===== src/rtl/ecap5_dproc_pkg.sv =====
// Shared types for the ECAP5-DPROC load/store path: access sizes and the
// load/store FSM state encoding.
package ecap5_dproc_pkg;

  typedef enum logic [1:0] {
    MEM_BYTE = 2'd0,
    MEM_HALF = 2'd1,
    MEM_WORD = 2'd2
  } mem_size_t;

  typedef enum logic [1:0] {
    IDLE    = 2'd0,
    REQUEST = 2'd1,
    WAIT    = 2'd2
  } lsm_state_t;

endpackage


===== src/rtl/lsm_align.sv =====
// Byte-lane helper for the load/store stage: lane select, store data
// replication and load extraction with sign/zero extension.
// Size 3 is reserved and handled as a word. Misaligned halves/words are
// aligned down by ignoring the low offset bits.
module lsm_align
  import ecap5_dproc_pkg::*;
(
  input  logic [1:0]  size,
  input  logic [1:0]  offset,
  input  logic        sext,
  input  logic [31:0] store_data,
  input  logic [31:0] load_raw,
  output logic [3:0]  sel,
  output logic [31:0] store_rep,
  output logic [31:0] load_data
);

  logic [31:0] shifted;

  // Lane mapping per access size; words use the raw bus data unchanged
  always_comb begin
    sel       = 4'b1111;
    store_rep = store_data;
    shifted   = load_raw;
    load_data = shifted;
    case (size)
      MEM_BYTE: begin
        sel       = 4'b0001 << offset;
        store_rep = {4{store_data[7:0]}};
        shifted   = load_raw >> {offset, 3'b000};
        load_data = {{24{sext & shifted[7]}}, shifted[7:0]};
      end
      MEM_HALF: begin
        sel       = 4'b0011 << {offset[1], 1'b0};
        store_rep = {2{store_data[15:0]}};
        shifted   = load_raw >> {offset[1], 4'b0000};
        load_data = {{16{sext & shifted[15]}}, shifted[15:0]};
      end
      default: ;
    endcase
  end

endmodule


===== src/rtl/lsm.sv =====
// Load/store memory stage: passes ALU results to write-back with one cycle
// of latency and runs one pipelined Wishbone transaction per load/store.
// Optional build macro LSM_MISALIGN_EXC_EN: misaligned accesses raise an
// exception (misaligned_o, exc_addr_o) instead of being aligned down.
module lsm
  import ecap5_dproc_pkg::*;
(
  input  logic        clk_i,
  input  logic        rst_i,
  input  logic        input_valid_i,
  output logic        input_ready_o,
  input  logic        enable_i,
  input  logic        write_i,
  input  logic        sext_i,
  input  logic [1:0]  size_i,
  input  logic [31:0] addr_i,
  input  logic [31:0] data_i,
  input  logic        reg_write_i,
  input  logic [4:0]  reg_addr_i,
  output logic        output_valid_o,
  output logic        reg_write_o,
  output logic [4:0]  reg_addr_o,
  output logic [31:0] reg_data_o,
  output logic [31:0] wb_adr_o,
  input  logic [31:0] wb_dat_i,
  output logic [31:0] wb_dat_o,
  output logic        wb_we_o,
  output logic [3:0]  wb_sel_o,
  output logic        wb_stb_o,
  input  logic        wb_ack_i,
  output logic        wb_cyc_o,
  input  logic        wb_stall_i
`ifdef LSM_MISALIGN_EXC_EN
  ,
  output logic        misaligned_o,
  output logic [31:0] exc_addr_o
`endif
);

  lsm_state_t  state, state_next;
  logic        accept, mem_go;
  logic [1:0]  size_p1, off_p1;
  logic        sext_p1, we_p1, rw_p1;
  logic [4:0]  rd_p1;
  logic [1:0]  al_size, al_off;
  logic        al_sext;
  logic [3:0]  al_sel;
  logic [31:0] al_wdat, al_rdat;

  assign accept = input_valid_i && input_ready_o;

`ifdef LSM_MISALIGN_EXC_EN
  logic misaligned;
  assign misaligned = ((size_i == MEM_HALF) && addr_i[0]) ||
                      (size_i[1] && (addr_i[1:0] != 2'b00));
  assign mem_go = accept && enable_i && !misaligned;
`else
  assign mem_go = accept && enable_i;
`endif

  // In IDLE the aligner shapes the incoming request; afterwards it decodes
  // the read data using the fields latched at accept time.
  assign al_size = (state == IDLE) ? size_i     : size_p1;
  assign al_off  = (state == IDLE) ? addr_i[1:0] : off_p1;
  assign al_sext = (state == IDLE) ? sext_i     : sext_p1;

  lsm_align u_align (
    .size       (al_size),
    .offset     (al_off),
    .sext       (al_sext),
    .store_data (data_i),
    .load_raw   (wb_dat_i),
    .sel        (al_sel),
    .store_rep  (al_wdat),
    .load_data  (al_rdat)
  );

  // Next-state logic: one request phase, one wait-for-ack phase
  always_comb begin
    state_next = state;
    case (state)
      IDLE:    if (mem_go)      state_next = REQUEST;
      REQUEST: if (!wb_stall_i) state_next = WAIT;
      WAIT:    if (wb_ack_i)    state_next = IDLE;
      default:                  state_next = IDLE;
    endcase
  end

  // State register
  always_ff @(posedge clk_i or negedge rst_i) begin
    if (!rst_i) state <= IDLE;
    else        state <= state_next;
  end

  // p0 -> p1: instruction fields needed while the bus cycle is in flight
  always_ff @(posedge clk_i) begin
    if (mem_go) begin
      size_p1 <= size_i;
      off_p1  <= addr_i[1:0];
      sext_p1 <= sext_i;
      we_p1   <= write_i;
      rw_p1   <= reg_write_i;
      rd_p1   <= reg_addr_i;
    end
  end

  // Registered bus and write-back outputs
  always_ff @(posedge clk_i or negedge rst_i) begin
    if (!rst_i) begin
      input_ready_o  <= 1'b1;
      output_valid_o <= 1'b0;
      reg_write_o    <= 1'b0;
      reg_addr_o     <= 5'd0;
      reg_data_o     <= 32'd0;
      wb_adr_o       <= 32'd0;
      wb_dat_o       <= 32'd0;
      wb_we_o        <= 1'b0;
      wb_sel_o       <= 4'd0;
      wb_stb_o       <= 1'b0;
      wb_cyc_o       <= 1'b0;
`ifdef LSM_MISALIGN_EXC_EN
      misaligned_o   <= 1'b0;
      exc_addr_o     <= 32'd0;
`endif
    end else begin
      output_valid_o <= 1'b0;
`ifdef LSM_MISALIGN_EXC_EN
      misaligned_o   <= 1'b0;
`endif
      case (state)
        IDLE: begin
          if (accept) begin
            if (!enable_i) begin
              output_valid_o <= 1'b1;
              reg_write_o    <= reg_write_i;
              reg_addr_o     <= reg_addr_i;
              reg_data_o     <= data_i;
            end
`ifdef LSM_MISALIGN_EXC_EN
            else if (misaligned) begin
              output_valid_o <= 1'b1;
              reg_write_o    <= 1'b0;
              reg_addr_o     <= reg_addr_i;
              reg_data_o     <= 32'd0;
              misaligned_o   <= 1'b1;
              exc_addr_o     <= addr_i;
            end
`endif
            else begin
              input_ready_o <= 1'b0;
              wb_cyc_o      <= 1'b1;
              wb_stb_o      <= 1'b1;
              wb_adr_o      <= {addr_i[31:2], 2'b00};
              wb_dat_o      <= al_wdat;
              wb_sel_o      <= al_sel;
              wb_we_o       <= write_i;
            end
          end
        end
        REQUEST: begin
          if (!wb_stall_i) wb_stb_o <= 1'b0;
        end
        WAIT: begin
          if (wb_ack_i) begin
            wb_cyc_o       <= 1'b0;
            input_ready_o  <= 1'b1;
            output_valid_o <= 1'b1;
            reg_write_o    <= rw_p1 && !we_p1;
            reg_addr_o     <= rd_p1;
            reg_data_o     <= we_p1 ? 32'd0 : al_rdat;
          end
        end
        default: ;
      endcase
    end
  end

endmodule


===== config.mk =====
export PLATFORM = sky130hd
export DESIGN_NAME = lsm
export DESIGN_NICKNAME = d
export VERILOG_FILES = /design/src/rtl/ecap5_dproc_pkg.sv /design/src/rtl/lsm_align.sv /design/src/rtl/lsm.sv
export SDC_FILE = /design/constraint.sdc
export NUM_CORES = 1
export LEC_CHECK = 0
export ABC_AREA = 1
export CAP_MARGIN = 10
export CELL_PAD_IN_SITES_DETAIL_PLACEMENT = 1
export CELL_PAD_IN_SITES_GLOBAL_PLACEMENT = 1
export CORE_MARGIN = 3
export CORE_UTILIZATION = 28
export DETAILED_ROUTE_END_ITERATION = 16
export PLACE_DENSITY_LB_ADDON = 0.3
export SLEW_MARGIN = 20
export SYNTH_ARGS = -nofsm -noshare
export SYNTH_HDL_FRONTEND = slang
export SYNTH_SLANG_ARGS = --single-unit

===== constraint.sdc =====
create_clock -name clk_i -period 2.21 [get_ports clk_i]
set_input_delay 0.5525 -clock clk_i [delete_from_list [all_inputs] [get_ports clk_i]]
set_output_delay 0.5525 -clock clk_i [all_outputs]
set_load 0.01 [all_outputs]

==> results.ini, run 1 <==
[worst_setup_path]
slowest_stage = dfstp_2
slowest_delay_ns = 0.56
critPathMaxFanout = 4
rrSetupSlack_ns = 0.20
path_buf_inv = 1
critPathCaptureType = primary output
cp.required_ns = 1.66
crit_type = reg2out
cpLargestDelayFamily = flip-flops
start_kind = register
arrival_ns = 1.51
cp_cell_sequence = clkdlybuf4s50_1

[cts]
cts_max_level = 4
clk_pin_slew_ns = 0.06
cts.sink_count = 123
cts_root_buffer = clkbuf_16
cts_hold_buf = 0
clk_latency_ns = 0.42
numCtsBuffers = 17
tritoncts = yes
clock_path_buffers = 2

[global_routing]
antenna_found_initial = 0
grt_pass1_vias = 6443
grt_max_degree = 55
grtUsageTotal = 0.214
gr-total-overflow = 0
grt_pass1_wl_um = 36600

[floorplanning]
initial_core_util = 0.290
coreArea_sq_um = 19800
ios = 223
num_rows = 51
die_y_um = 149
die_w_um = 149
die_area_sq_um = 22300

[finish]
final_common_cell = nand2_1
final_nets = 1083
fin_cells = 1249
antenna_cells = 0
drive_gt1_frac = 0.0894
seq_area_sq_um = 3140
syn2layout_area_growth_pct = 58.6
design_area_sq_um = 9120
mostFrequentLayoutCells = 268 x nand2_1, 219 x clkdlybuf4s50_1, 110 x dfrtp_1
fillers = 2343
multi_input_area_sq_um = 2260

[yosys]
synth_area_per_cell_sq_um = 7.83
syn_inst = 734
ys_seq_area_frac = 0.546
synth-simple-area-share = 0.259
synthesis.area_sq_um = 5750
synth_fa_ha_area_frac = 0
synth_top_family_by_area = simple AND/OR/NAND/NOR gates
ys_ff_latch = 123
synthMuxAreaShare = 0
synth_cell_types = 27
yosys.area_share.xor_xnor = 0
yosys_warnings = 0
synth_compound_area_frac = 0.130

[placement]
gp_congestion = 0.906
post_dp_cell_area_sq_um = 8460
port_buffers = 220
dp.cells = 1217
dpl.hpwl_um = 17800

[timing]
fin_skew_ns = 0.00940
slew_violations = 0
finalSetupViolCount = 0
finalHoldViolations = 0
fin_crit_sh = 0.934
fmax_mhz = 485
min_period_ns = 2.06
rsz0062_at_grt = no
setup_tns_ns = 0

[route]
post_drt_wl_per_cell_um = 18.8
postRouteAntennaNets = 0
drc = 0
firstDrtPassIters = 4
routed_wl_um = 23500
via_count = 5940
first_iter_violations = 270
via_per_inst = 4.76

[hold_path]
hold_path.class = in2async

[run_status]
status = completed

[power_and_ir_drop]
p_leak_uw = 0.00415
vdd.ir_drop.worst_mv = 0.479
power.density_nw_per_um2 = 1410

[run]
drv_cap = 0

-- synth_stat cells --
library cell | number | area share
nand2_1 | 269 | 0.18
dfrtp_1 | 110 | 0.48
a21oi_1 | 67 | 0.058
nor2_1 | 65 | 0.042
o21ai_0 | 53 | 0.046
inv_1 | 46 | 0.030
nand3_1 | 28 | 0.024
clkbuf_1 | 26 | 0.017
a31oi_1 | 14 | 0.015
edfxtp_1 | 12 | 0.063
inv_2 | 8 | 0.0052
nand4_1 | 7 | 0.0076
buf_2 | 5 | 0.0044
o21ai_1 | 4 | 0.0035
buf_1 | 3 | 0.0020
buf_4 | 3 | 0.0039
nand3_2 | 2 | 0.0035
nor2_2 | 2 | 0.0022
o21ai_2 | 2 | 0.0030
a22oi_1 | 1 | 0.0013
buf_6 | 1 | 0.0020
conb_1 | 1 | 0.00065
dfstp_2 | 1 | 0.0046
nand2_2 | 1 | 0.0011
nor2_4 | 1 | 0.0020
o22a_1 | 1 | 0.0015
o22ai_1 | 1 | 0.0011
-- layout make-up --
type,count,area share
clock buffer,20,0.0513
clock inverter,12,0.0200
inverter,54,0.0225
multi-input combinational,520,0.247
sequential,123,0.344
tap,265,0.0364
timing repair buffer,255,0.278
-- where the power goes --
group | total [uW] | internal (uW) | switching, uW
Clock | 3070 | 2000 | 1070
Sequential | 3910 | 3290 | 620
Combinational | 5840 | 2830 | 3010
-- logic make-up (layout without fill, tap and decap cells) --
kind of cell / count (synthesis) / in the layout
buf+inv: 92 / 341
flops: 123 / 123
other cells: 1 / 2
compound gates: 143 / 143
simple gates: 375 / 375
-- per-layer routing --
metal  vias to the layer above  GRT usage  share of wire
li1                       2833          -              -
met4                         0     0.0751          0.030
met3                        37     0.0586          0.064
met1                      2866      0.281           0.43
met2                       204      0.342           0.48
met5                         -          0              0
-- worst paths after layout --
kind	cells after the start	start	end
max	1	input_ready_o	input_ready_o
min	1	rst_i	wb_adr_o[2]
max reg2reg	9	state[1]	reg_data_o[3]
min reg2reg	2	wb_dat_o[3]	wb_dat_o[3]
max in group asynchronous	2	rst_i	input_ready_o
min in group clk_i	2	wb_dat_o[3]	wb_dat_o[3]
-- through the flow --
stage / power [uW] / hold WS [ns] / setup WS (ns) / util
2_1_floorplan: 6340 / 0.257 / 0.165 / -
3_3_place_gp: 9660 / 0.462 / -0.0497 / 0.426
3_5_place_dp: 9800 / 0.468 / -0.0805 / 0.426
4_1_cts: 13000 / 0.0789 / 0.126 / 0.459
5_1_grt: 13700 / 0.0893 / 0.0113 / 0.460
6_report: 12800 / 0.0754 / 0.146 / 0.460
-- registers in the layout, indices dropped and copies added (netlist names) --
signal and cells:
reg_data_o 32, state 2, reg_addr_o 5, input_ready_o 1, rw_p1 1, output_valid_o 1, wb_stb_o 1, wb_cyc_o 1
we_p1 1, wb_we_o 1, wb_adr_o 30, size_p1 2, off_p1 2, sext_p1 1, rd_p1 5, reg_write_o 1
wb_sel_o 4, wb_dat_o 32
-- what timing repair did --
action	in CTS	in global routing
hold endpoints to repair	0	0
setup buffers	0	0
endpoints found under the setup margin	0	9
gates resized for setup	0	3
Power figures use the tool's default switching activity.
==> run 2, diff against run 1 <==
--- a/config.mk
+++ b/config.mk
@@ -10,10 +10,13 @@
 export CELL_PAD_IN_SITES_DETAIL_PLACEMENT = 1
 export CELL_PAD_IN_SITES_GLOBAL_PLACEMENT = 1
 export CORE_MARGIN = 3
-export CORE_UTILIZATION = 28
+export CORE_UTILIZATION = 29
 export DETAILED_ROUTE_END_ITERATION = 16
 export PLACE_DENSITY_LB_ADDON = 0.3
+export SETUP_SLACK_MARGIN = 0.2
+export SKIP_CTS_REPAIR_TIMING = 1
 export SLEW_MARGIN = 20
 export SYNTH_ARGS = -nofsm -noshare
 export SYNTH_HDL_FRONTEND = slang
+export SYNTH_HIERARCHICAL = 1
 export SYNTH_SLANG_ARGS = --single-unit
==> results.ini, run 2 <==
[global_routing]
antenna_found_initial = 1  ; +1
gr-total-overflow = 0  ; unchanged
grt_pass1_vias = 7079  ; +9.9%
grt_max_degree = 73  ; +33%
grtUsageTotal = 0.219  ; +0.00495
grt_pass1_wl_um = 41200  ; +13%

[worst_setup_path]
start_kind = register
critPathMaxFanout = 21  ; +17
arrival_ns = 2.61  ; +1.10 ns
critPathCaptureType = register
worst_path_most_repeated_cell = nand2_1
rr_worst_depth = 15  ; +6
crit_type = reg2reg
cpLargestDelayFamily = simple AND/OR/NAND/NOR gates
slowest_delay_ns = 0.42  ; -0.14 ns
r2r-start = state[0]
r2r_end = reg_data_o[30]
rrSetupSlack_ns = -0.04  ; -0.24 ns
crit_start = state[0]
cp.required_ns = 2.57  ; +0.91 ns
cp.depth = 15  ; +14
endpoint = reg_data_o[30]
cp_cell_sequence = nor2_4 -> buf_12 -> mux2_4 -> inv_4 -> nand2_1 -> nand2_1 -> nand2_1 -> nand2_2 -> nand3_4 -> buf_12 -> nand3_1 -> nand2_1 -> o21ai_1 -> nand2_1 -> nand2_1
path_buf_inv = 3  ; +2
slowest_stage = dfrtp_2

[floorplanning]
initial_core_util = 0.301  ; +0.0117
die_area_sq_um = 24100  ; +8.1%
ios = 223  ; unchanged
coreArea_sq_um = 21400  ; +7.9%
die_y_um = 155  ; +4.0%
num_rows = 53  ; +3.9%
die_w_um = 155  ; +4.0%

[cts]
clk_pin_slew_ns = 0.06  ; about the same
cts.sink_count = 123  ; unchanged
cts_max_level = 4  ; unchanged
tritoncts = yes
cts_root_buffer = clkbuf_16
clk_latency_ns = 0.42  ; about the same
numCtsBuffers = 17  ; unchanged
clock_path_buffers = 2  ; unchanged

[yosys]
synth_most_common_cell = nand2_1
synth_edf_count = 12  ; unchanged
synth_area_per_cell_sq_um = 7.47  ; -4.6%
synthTopCellsByArea = dfrtp_1 43%, nand2_1 25%, nand3_1 11%
synth_cell_types = 29  ; +7.4%
synth.top_cell.area_share = 0.426  ; -0.0524
synthesis.area_sq_um = 6460  ; +12%
ys_ff_latch = 123  ; unchanged
synthArstFlopShare = 0.902  ; unchanged
syn_inst = 864  ; +18%
synth_largest_area_cell = dfrtp_1
ys_seq_area_frac = 0.486  ; -0.0598
synth_ff_type = dfrtp_1
yosys_warnings = 6  ; +6
ys_top_cells_by_count = 431 x nand2_1, 148 x nand3_1, 110 x dfrtp_1, 44 x o21ai_0, 25 x buf_2

[timing]
setup_slack_ns = -0.0371  ; -0.183 ns
tightest_slew_ns = 0.555
fin_skew_ns = 0.00749  ; -0.00191 ns
finalHoldViolations = 0  ; unchanged
finalSetupViolCount = 3  ; +3
min_period_ns = 2.25  ; +0.183 ns
holdWs_ns = 0.131  ; +0.0552 ns
fmax_mhz = 445  ; -8.2%
slew_violations = 0  ; unchanged
slew_headroom = 0.630
rsz0062_at_grt = yes
fin_crit_sh = 1.02  ; +0.0829

[finish]
design_area_sq_um = 10200  ; +12%
seq_area_sq_um = 3140  ; about the same
fillers = 2526  ; +7.8%
multi_input_area_sq_um = 3110  ; +38%
syn2layout_area_growth_pct = 57.6
final_common_cell = nand2_1
mostFrequentLayoutCells = 417 x nand2_1, 217 x clkdlybuf4s50_1, 129 x nand3_1
final_nets = 1213  ; +12%
drive_gt1_frac = 0.148  ; +0.0587
antenna_cells = 0  ; unchanged
reg_top3 = reg_data_o x32, wb_dat_o x32, wb_adr_o x30

[run_status]
violations = negative setup slack
status = finished with violations

[power_and_ir_drop]
power.density_nw_per_um2 = 1250  ; -11%
p_leak_uw = 0.00503  ; +21%
vdd.ir_drop.worst_mv = 0.498  ; +3.9%

[route]
first_iter_violations = 477  ; +77%
firstDrtPassIters = 4  ; unchanged
postRouteAntennaNets = 0  ; unchanged
via_count = 6831  ; +15%
via_per_inst = 4.92  ; +3.4%
routed_wl_um = 27300  ; +16%
post_drt_wl_per_cell_um = 19.7  ; +4.4%
drc = 0  ; unchanged

[placement]
dpl.hpwl_um = 19500  ; +9.9%
port_buffers = 220  ; unchanged
preCtsSetupSlack_ns = -0.337  ; -0.257 ns
gp_congestion = 0.844  ; -6.8%
post_dp_cell_area_sq_um = 9170  ; +8.4%

[run]
drv_cap = 0  ; unchanged

[hold_path]
hold_path.class = in2async

run 2: cell types whose count changed in the layout (fill, tap and decap cells not counted), sizes merged, moves of 8 or more:
cell / change
o21ai: -13
nand3: +120
a31oi: -14
buf: +29
nand2: +165
nor2: -62
a21oi: -66
inv: -37
o211ai: +8
run 2: final cells by class:
class / instances / share of cell area
clock inverters: 12 / 0.0119
flip-flops and latches: 123 / 0.309
multi-input cells: 655 / 0.305
inverters: 20 / 0.00910
clock buffers: 20 / 0.0449
repair buffers: 284 / 0.286
well taps: 275 / 0.0338
run 2: through the flow:
| step | power [uW] | TNS, ns | util | instances |
|---|---|---|---|---|
| global route | 13600 | -2.38 | 0.475 | 1389 |
| finish | 12700 | -0.0671 | 0.475 | 1389 |
| floorplan | 6440 | 0 | - | 865 |
| global placement | 9440 | -6.23 | 0.428 | 1343 |
| detailed placement | 9560 | -10.02 | 0.428 | 1343 |
| CTS | 12400 | -1.73 | 0.455 | 1375 |
run 2: cell families after synthesis:
family	count (synthesis)	synth area share
AND/OR/NAND/NOR	592	0.384
AO/OA/AOI/OAI	56	0.0486
other	1	0.000581
buffers and inverters	87	0.0715
flip-flops	123	0.486
multiplexers	5	0.00872
run 2: power by group:
part           switching, uW  total [uW]  internal (uW)
Sequential               558        3790           3230
Combinational           3120        6140           3020
Clock                   1070        2780           1710
Total                   4750       12700           7960
run 2: routing by layer:
layer  global-route usage  routed length (um)
met5                    0                  15
met1                0.298               12100
met4               0.0667                 499
met3               0.0439                1800
met2                0.355               12900
run 2: how the worst min path moves through the flow:
stage	start	endpoint	slack [ns]	depth (start not counted)
finish	rst_i	wb_adr_o[4]	0.13	1
global route	rst_i	wb_adr_o[4]	0.15	1
CTS	rst_i	wb_adr_o[4]	0.13	1
detailed placement	wb_dat_o[0]	wb_dat_o[0]	0.46	2
global placement	wb_adr_o[26]	wb_adr_o[26]	0.45	2
floorplan	rst_i	output_valid_o	0.26	0
==> run 3, diff against run 2 <==
--- a/config.mk
+++ b/config.mk
@@ -9,7 +9,6 @@
 export CAP_MARGIN = 10
 export CELL_PAD_IN_SITES_DETAIL_PLACEMENT = 1
 export CELL_PAD_IN_SITES_GLOBAL_PLACEMENT = 1
-export CORE_MARGIN = 3
 export CORE_UTILIZATION = 29
 export DETAILED_ROUTE_END_ITERATION = 16
 export PLACE_DENSITY_LB_ADDON = 0.3
==> results.ini, run 3 (synthesis results as in run 2) <==
[run_status]
status = finished with violations
violations = negative setup slack

[worst_setup_path]
cp_cell_sequence = nor2_4 -> buf_12 -> mux2_4 -> inv_8 -> nand2_8 -> nor2_4 -> o21ai_4 -> buf_6 -> nand2_2 -> nand3_2 -> nand2_1 -> o21ai_1 -> nand2_1 -> nand2_1
crit_start = state[0]
crit_type = reg2reg
critPathCaptureType = register
start_kind = register
cp.depth = 14  ; -1
slowest_stage = dfrtp_2
cpLargestDelayFamily = simple AND/OR/NAND/NOR gates
rr_worst_depth = 14  ; -1
slowest_delay_ns = 0.42  ; about the same
cp.required_ns = 2.51  ; -0.06 ns
path_buf_inv = 3  ; unchanged
r2r-start = state[0]
worst_path_most_repeated_cell = nand2_1
arrival_ns = 2.53  ; -0.08 ns
critPathMaxFanout = 8  ; -62%

[finish]
reg_top3 = reg_data_o x32, wb_dat_o x32, wb_adr_o x30
mostFrequentLayoutCells = 421 x nand2_1, 218 x clkdlybuf4s50_1, 126 x nand3_1
antenna_cells = 0  ; unchanged
final_common_cell = nand2_1
syn2layout_area_growth_pct = 58.1
final_nets = 1211  ; -0.16%
final_util = 0.468  ; -0.00713
drive_gt1_frac = 0.146  ; -0.00243

[route]
wirelength_met1_um = 11600  ; -4.0%
via_count = 6823  ; -0.12%
drc = 0  ; unchanged
via_per_inst = 4.90  ; -0.33%
first_iter_violations = 374  ; -22%
routed-wl-met2_um = 12400  ; -4.4%
highest_layer = met4
firstDrtPassIters = 5  ; +1
post_drt_wl_per_cell_um = 18.7  ; -5.1%
postRouteAntennaNets = 0  ; unchanged
routed-wl-met3_um = 1480  ; -18%
routed_wl_um = 26000  ; -4.8%

[timing]
fin_skew_ns = 0.00940  ; +0.00191 ns
tightest_slew_ns = 0.645  ; +0.0893 ns
setup_slack_ns = -0.0145  ; +0.0226 ns
finalSetupViolCount = 3  ; unchanged
finalHoldViolations = 0  ; unchanged
rsz0062_at_grt = yes
slew_violations = 0  ; unchanged
holdWs_ns = 0.165  ; +0.0346 ns
min_period_ns = 2.22  ; -0.0226 ns
slew_headroom = 0.570  ; -0.0595
fmax_mhz = 450  ; +1.0%
fin_crit_sh = 1.01  ; -0.0102
setup_tns_ns = -0.0198  ; +0.0473 ns

[global_routing]
gr-total-overflow = 0  ; unchanged
grt_pass1_wl_um = 38400  ; -6.7%
grt_pass1_vias = 6647  ; -6.1%
grt_max_degree = 52  ; -29%
antenna_found_initial = 0  ; -1
grtUsageTotal = 0.227  ; +0.00802

[placement]
port_buffers = 220  ; unchanged
dpl.hpwl_um = 18800  ; -3.9%
gp_congestion = 0.813  ; -3.8%

[cts]
cts_max_level = 4  ; unchanged
cts_root_buffer = clkbuf_16
clock_path_buffers = 2  ; unchanged
clk_pin_slew_ns = 0.06  ; about the same
tritoncts = yes
cts.sink_count = 123  ; unchanged
numCtsBuffers = 17  ; unchanged
clk_latency_ns = 0.42  ; about the same

[floorplanning]
coreArea_sq_um = 21800  ; +1.9%
die_y_um = 151  ; -2.6%
initial_core_util = 0.296  ; -0.00558
die_area_sq_um = 22900  ; -5.1%
ios = 223  ; unchanged
die_w_um = 151  ; -2.6%
num_rows = 54  ; +1.9%

[power_and_ir_drop]
vdd.ir_drop.worst_mv = 0.421  ; -15%
total_power_uw = 12900  ; +1.3%
clock_power_share = 0.234  ; +0.015
p_int_uw = 8150  ; +2.4%
netSwitchingPower_uw = 4720  ; -0.61%
combPwrFrac = 0.472  ; -0.011
switching_share = 0.367  ; -0.00694
p_leak_uw = 0.00500  ; -0.50%
p_seq_frac = 0.294  ; -0.004
power.density_nw_per_um2 = 1260  ; +0.91%

[hold_path]
hold_path.class = in2async

[run]
drv_cap = 0  ; unchanged

run 3: changes by cell type in the layout (fill, tap and decap cells not counted), moves of 3 or more:
cell / delta
o21ai_1: -6
clkinv_2: -5
nand2_4: -5
o21ai_0: +5
buf_8: -4
nand2_1: +4
buf_12: +3
clkinvlp_4: +3
nand3_1: -3
run 3: final cells by class:
type,count,area [sq um]
fill,2612,11600
sequential,123,3140
multi-input combinational,655,3080
timing repair buffer,282,2910
clock buffer,18,439
tap,280,350
clock inverter,14,194
inverter,20,90.1
run 3: power by group through the flow:
stage | Combinational, uW | Sequential (uW) | Clock [uW]
2_1_floorplan | 2280 | 4170 | 0
3_3_place_gp | 5720 | 3790 | 0
3_5_place_dp | 5800 | 3810 | 0
4_1_cts | 5840 | 3790 | 3070
5_1_grt | 6650 | 3900 | 3170
6_report | 6080 | 3780 | 3010
run 3: through the flow:
stage / cell area [sq um] / instances / setup WS, ns
final: 10200 / 1392 / -0.0145
after global routing: 10200 / 1392 / -0.141
after CTS: 9890 / 1381 / -0.0679
after detailed placement: 9260 / 1349 / -0.313
after global placement: 9260 / 1349 / -0.280
after floorplan: 6560 / 865 / 0.0594
run 3: routing by layer:
metal	GRT usage	vias to the layer above
met2	0.363	229
li1	-	3242
met3	0.0479	30
met4	0.0685	0
met1	0.307	3322
met5	0	-
run 3: worst paths after layout:
check / to / slack [ns]
max: reg_data_o[6] / -0.01
max reg2reg: reg_data_o[6] / -0.01
min in group clk_i: wb_adr_o[18] / 0.47
min: wb_adr_o[8] / 0.17
max in group asynchronous: reg_data_o[25] / 1.35
min reg2reg: wb_adr_o[18] / 0.47
